$ cat src/rtl/writeback_arbiter.sv
// writeback_arbiter: per-channel result FIFOs feeding a single register-file write port.
// Define WB_ROUND_ROBIN_EN for round-robin arbitration; otherwise fixed priority (highest channel wins).
module writeback_arbiter #(
  parameter int NUM_CH = 4,
  parameter int DATA_W = 16,
  parameter int ADDR_W = 4,
  parameter int DEPTH  = 2
) (
  input  logic                     clk,
  input  logic                     async_rst_n,
  input  logic                     clk_en,
  input  logic                     flush,
  input  logic [NUM_CH-1:0]        in_valid,
  output logic [NUM_CH-1:0]        in_ready,
  input  logic [NUM_CH*DATA_W-1:0] in_data,
  input  logic [NUM_CH*ADDR_W-1:0] in_dest,
  output logic                     wb_en,
  output logic [DATA_W-1:0]        wb_data,
  output logic [ADDR_W-1:0]        wb_dest,
  output logic [NUM_CH-1:0]        wb_grant,
  output logic [(2**ADDR_W)-1:0]   pending_mask,
  output logic                     empty
);
  localparam int CNT_W = $clog2(DEPTH + 1);
  localparam int PTR_W = $clog2(DEPTH);
  localparam int CH_W  = (NUM_CH > 1) ? $clog2(NUM_CH) : 1;

  logic [DATA_W-1:0] mem_data [NUM_CH][DEPTH];
  logic [ADDR_W-1:0] mem_dest [NUM_CH][DEPTH];
  logic [DEPTH-1:0]  ent_vld  [NUM_CH];
  logic [CNT_W-1:0]  count    [NUM_CH];
  logic [PTR_W-1:0]  rd_ptr   [NUM_CH];
  logic [PTR_W-1:0]  wr_ptr   [NUM_CH];

  logic [NUM_CH-1:0] head_vld;
  logic [NUM_CH-1:0] push;
  logic [NUM_CH-1:0] pop;
  logic [CH_W-1:0]   grant_idx;
  logic              any_head;

  // Writes to register 0 complete the handshake but are never stored.
  always_comb begin
    in_ready = '0;
    push     = '0;
    head_vld = '0;
    for (int i = 0; i < NUM_CH; i++) begin
      in_ready[i] = clk_en && !flush && (count[i] < CNT_W'(DEPTH));
      push[i]     = in_valid[i] && in_ready[i] && (in_dest[i*ADDR_W +: ADDR_W] != '0);
      head_vld[i] = (count[i] != '0);
    end
  end

  assign any_head = |head_vld;

`ifdef WB_ROUND_ROBIN_EN
  logic [CH_W-1:0] last_grant;
  logic            found;
  int              idx;

  always_comb begin
    grant_idx = '0;
    found     = 1'b0;
    idx       = 0;
    for (int k = 1; k <= NUM_CH; k++) begin
      idx = (int'(last_grant) + k) % NUM_CH;
      if (!found && head_vld[idx]) begin
        found     = 1'b1;
        grant_idx = CH_W'(idx);
      end
    end
  end

  always_ff @(posedge clk or negedge async_rst_n) begin
    if (!async_rst_n) begin
      last_grant <= CH_W'(NUM_CH - 1);
    end else if (clk_en) begin
      if (flush)
        last_grant <= CH_W'(NUM_CH - 1);
      else if (any_head)
        last_grant <= grant_idx;
    end
  end
`else
  always_comb begin
    grant_idx = '0;
    for (int i = 0; i < NUM_CH; i++)
      if (head_vld[i]) grant_idx = CH_W'(i);
  end
`endif

  assign wb_en    = any_head;
  assign empty    = ~any_head;
  assign wb_grant = any_head ? (NUM_CH'(1) << grant_idx) : '0;
  assign pop      = (any_head && clk_en && !flush) ? (NUM_CH'(1) << grant_idx) : '0;
  assign wb_data  = any_head ? mem_data[grant_idx][rd_ptr[grant_idx]] : '0;
  assign wb_dest  = any_head ? mem_dest[grant_idx][rd_ptr[grant_idx]] : '0;

  always_comb begin
    pending_mask = '0;
    for (int i = 0; i < NUM_CH; i++)
      for (int j = 0; j < DEPTH; j++)
        if (ent_vld[i][j]) pending_mask[mem_dest[i][j]] = 1'b1;
    pending_mask[0] = 1'b0;
  end

  // A push never lands on the slot being popped: push needs count<DEPTH, pop needs count>0.
  always_ff @(posedge clk or negedge async_rst_n) begin
    if (!async_rst_n) begin
      for (int i = 0; i < NUM_CH; i++) begin
        count[i]   <= '0;
        rd_ptr[i]  <= '0;
        wr_ptr[i]  <= '0;
        ent_vld[i] <= '0;
      end
    end else if (clk_en) begin
      for (int i = 0; i < NUM_CH; i++) begin
        if (flush) begin
          count[i]   <= '0;
          rd_ptr[i]  <= '0;
          wr_ptr[i]  <= '0;
          ent_vld[i] <= '0;
        end else begin
          if (pop[i]) begin
            rd_ptr[i]              <= rd_ptr[i] + PTR_W'(1);
            ent_vld[i][rd_ptr[i]]  <= 1'b0;
          end
          if (push[i]) begin
            wr_ptr[i]              <= wr_ptr[i] + PTR_W'(1);
            ent_vld[i][wr_ptr[i]]  <= 1'b1;
          end
          case ({push[i], pop[i]})
            2'b10:   count[i] <= count[i] + CNT_W'(1);
            2'b01:   count[i] <= count[i] - CNT_W'(1);
            default: count[i] <= count[i];
          endcase
        end
      end
    end
  end

  always_ff @(posedge clk) begin
    for (int i = 0; i < NUM_CH; i++) begin
      if (push[i]) begin
        mem_data[i][wr_ptr[i]] <= in_data[i*DATA_W +: DATA_W];
        mem_dest[i][wr_ptr[i]] <= in_dest[i*ADDR_W +: ADDR_W];
      end
    end
  end
endmodule
$ cat config.mk
export PLATFORM = sky130hd
export DESIGN_NAME = writeback_arbiter
export DESIGN_NICKNAME = d
export VERILOG_FILES = /design/src/rtl/writeback_arbiter.sv
export SDC_FILE = /design/constraint.sdc
export NUM_CORES = 1
export LEC_CHECK = 0
export BUFFER_PORTS_ARGS = -buffer_cell sky130_fd_sc_hd__buf_4
export CAP_MARGIN = 10
export CORE_MARGIN = 2
export CORE_UTILIZATION = 62
export DETAILED_ROUTE_END_ITERATION = 8
export PLACE_DENSITY = 0.9
export SLEW_MARGIN = 20
export SYNTH_ARGS = -nofsm -noshare
export SYNTH_HDL_FRONTEND = slang
export SYNTH_SLANG_ARGS = --single-unit
$ cat constraint.sdc
create_clock -name clk -period 3.66 [get_ports clk]
set_input_delay 0.183 -clock clk [delete_from_list [all_inputs] [get_ports clk]]
set_output_delay 0.183 -clock clk [all_outputs]
set_load 0.005 [all_outputs]
==> impl_metrics.env <==
export IMPL_hold_class="input port to flip-flop"
export IMPL_start_kind="flip-flop"
export IMPL_ys_seq_elements=184
export IMPL_grtUsageTotal_pct=45.68
export IMPL_gr_usage_met1_pct=56.66
export IMPL_initialDrtViolationCount=1504
export IMPL_ys_types=65
export IMPL_min_period_ps=3612
export IMPL_cts_max_level=4
export IMPL_hold_depth=2
export IMPL_drive_gt1_share_pct=24.74
export IMPL_netlist_instances=730
export IMPL_syn_area_per_cell_um2=12.18
export IMPL_holdWs_ps=178.4
export IMPL_drt_total_wl_um=34360
export IMPL_layout_commonest_cell="edfxtp_1"
export IMPL_nets=1022
export IMPL_drcViolationCount=0
export IMPL_crit_chain="or2_1 > o311ai_4 > a21boi_2 > buf_4 > a211oi_1 > nor3_2 > buf_4"
export IMPL_required_ps=3480
export IMPL_yosysWarningCount=0
export IMPL_synth_largest_area_cell="edfxtp_1"
export IMPL_busiest_layer="met2"
export IMPL_via_per_inst=7.453
export IMPL_critPathTopFamily="compound AO/OA/AOI/OAI gates"
export IMPL_num_fill_cells=663
export IMPL_period_share_pct=98.68
export IMPL_clock_latency_ps=440
export IMPL_wl_per_cell_um=30.49
export IMPL_cts_resized=0
export IMPL_grt_max_degree=50
export IMPL_syn_num_nets=818
export IMPL_yosysTopAreaCellShare_pct=54.04
export IMPL_use_met3_pct=11.36
export IMPL_cp_data_arrival_time_ps=3430
export IMPL_place_gp_congestion=1.028
export IMPL_dieWidth_um=123.8
export IMPL_cts_root_buf="clkbuf_16"
export IMPL_clock_fmax_mhz=276.9
export IMPL_row_count=43
export IMPL_coreArea_um2=13930
export IMPL_finalHoldViolCount=0
export IMPL_cts_sinks=184
export IMPL_max_slew_margin_pct=24.72
export IMPL_yosysSeqAreaShare_pct=60.79
export IMPL_die_h_um=123.8
export IMPL_status="finished clean"
export IMPL_dieArea_um2=15310
export IMPL_numCtsBuffers=17
export IMPL_drt_pre_antenna_iters=9
export IMPL_setup_viol=0
export IMPL_io_pin_count=134
export IMPL_layout_common_cells="edfxtp_1, buf_4, nand2_1"
export IMPL_clk_pin_slew_ps=80
export IMPL_grt_overflow=0
export IMPL_reg2reg_depth=4
export IMPL_dp_hpwl_um=20000
export IMPL_worst_path_stages=7
export IMPL_ir_worst_vdd_mv=0.3851
export IMPL_clockBufferDepth=2
export IMPL_skew_ps=14.79
export IMPL_fin_setup_tns_ps=0
export IMPL_grt_pass1_vias=8212
export IMPL_synth_edf_count=160
export IMPL_start_util_pct=63.81
export IMPL_cp_end_kind="output port"
export IMPL_power_leakage_nw=4.150
export IMPL_worstSetupPathType="flip-flop to output port"
export IMPL_path_buf_inv=2
export IMPL_antenna_left=0
export IMPL_met2_usage_pct=70.40
export IMPL_rsz0062_at_grt="false"
export IMPL_maxSlewViolCount=0
export IMPL_grt_first_pass_wirelength_um=49630
export IMPL_worst_pin_slew_ps=1127
export IMPL_critical_path_most_common_cell="buf_4"
export IMPL_max_stage_delay_ps=980
export IMPL_cts_tree="yes"
export IMPL_io_buffers=132
export IMPL_async_flop_share_pct=13.04
export IMPL_synthFlopType="edfxtp_1"
export IMPL_antenna_found_initial=0
export IMPL_utilization_pct=81.68
export IMPL_path_max_fanout=21
export IMPL_syn_area_um2=8891
export IMPL_cp_slowest_cell="o311ai_4"
export IMPL_cap_violations=0
export IMPL_power_density_nw_per_um2=562.8
export IMPL_num_vias=8400
export IMPL_area_growth_pct=28.02
export IMPL_yosys_top_cells_area="edfxtp_1, dfrtp_1, nand2_1, o21ai_0, o2111a_1"
-- through the flow --
| step | total power, mW | instances | area [µm²] | worst slack (ps) |
|---|---|---|---|---|
| 2_1_floorplan | 3.613 | 730 | 8891 | 1267 |
| 3_3_place_gp | 4.225 | 1014 | 9971 | 819.9 |
| 3_5_place_dp | 4.317 | 1014 | 9971 | 631.6 |
| 4_1_cts | 6.215 | 1126 | 11380 | 138.5 |
| 5_1_grt | 6.522 | 1126 | 11380 | 18.15 |
| 6_report | 6.406 | 1127 | 11380 | 48.29 |
-- registers in the layout (all words and copies together) (netlist names) --
name,count
wr_ptr,4
ent_vld,8
mem_data,128
rd_ptr,4
count,8
mem_dest,32
-- cells by family (layout without fill, tap and decap cells) --
kind of cell | after synthesis | after routing | share of synthesized area (%)
buffers and inverters | 58 | 274 | 3.814
flip-flops | 184 | 184 | 60.79
AO/OA/AOI/OAI | 204 | 204 | 16.48
other | 1 | 2 | 0.04218
multiplexers | 20 | 20 | 2.252
XOR/XNOR | 2 | 2 | 0.1971
AND/OR/NAND/NOR | 261 | 261 | 16.42
-- worst reg2reg max path, stage by stage (launching register included) --
cell     delay, ps
dfrtp_1        510
nor3b_1        670
and3_1         310
and2_1         480
buf_4          400
-- timing repair --
action,CTS,global route
endpoints found under the hold margin,184,0
buffers inserted,0,0
hold buffers,81,0
-- path summary, 6_finish.rpt --
check / start / slack [ps] / end
min reg2reg: wr_ptr[2] / 570 / wr_ptr[2]
max in group asynchronous: async_rst_n / 3170 / count[4]
max: count[2] / 50 / wb_data[12]
min in group asynchronous: async_rst_n / 210 / count[1]
max reg2reg: count[3] / 970 / mem_data[2][1]
min: flush / 180 / count[7]
-- layer usage --
metal	part of all wire (%)	up-vias
li1	-	3231
met1	32	3890
met2	45	1000
met3	14	279
met4	8.6	0
met5	0	-
-- report_power, final --
part           internal (mW)  total (mW)  switching [mW]
logic                  0.831        1.99            1.15
registers               2.39        2.53           0.139
clock network          0.929        1.89           0.963
-- cell usage after synthesis, drive strengths merged, types with 17 or more instances --
cell type and n:
edfxtp 160, nand2 83, o21ai 56, nor3 43, nor2 40, o22ai 28, clkbuf 26, dfrtp 24
a31oi 23, a211oi 21, mux2i 20, o2111a 20, nand3 19, buf 17
-- layout make-up --
class                           count  area (µm²)  area share (%)
Antenna cell                        1       2.502         0.02199
Clock buffer                       17       425.4           3.737
Clock inverter                     14       172.7           1.517
Inverter                           14       52.55          0.4617
Multi-Input combinational cell    488        3177           27.91
Sequential cell                   184        5405           47.49
Tap cell                          180       225.2           1.979
Timing Repair Buffer              229        1922           16.88
Note: power is estimated with default switching activity, not from simulation.
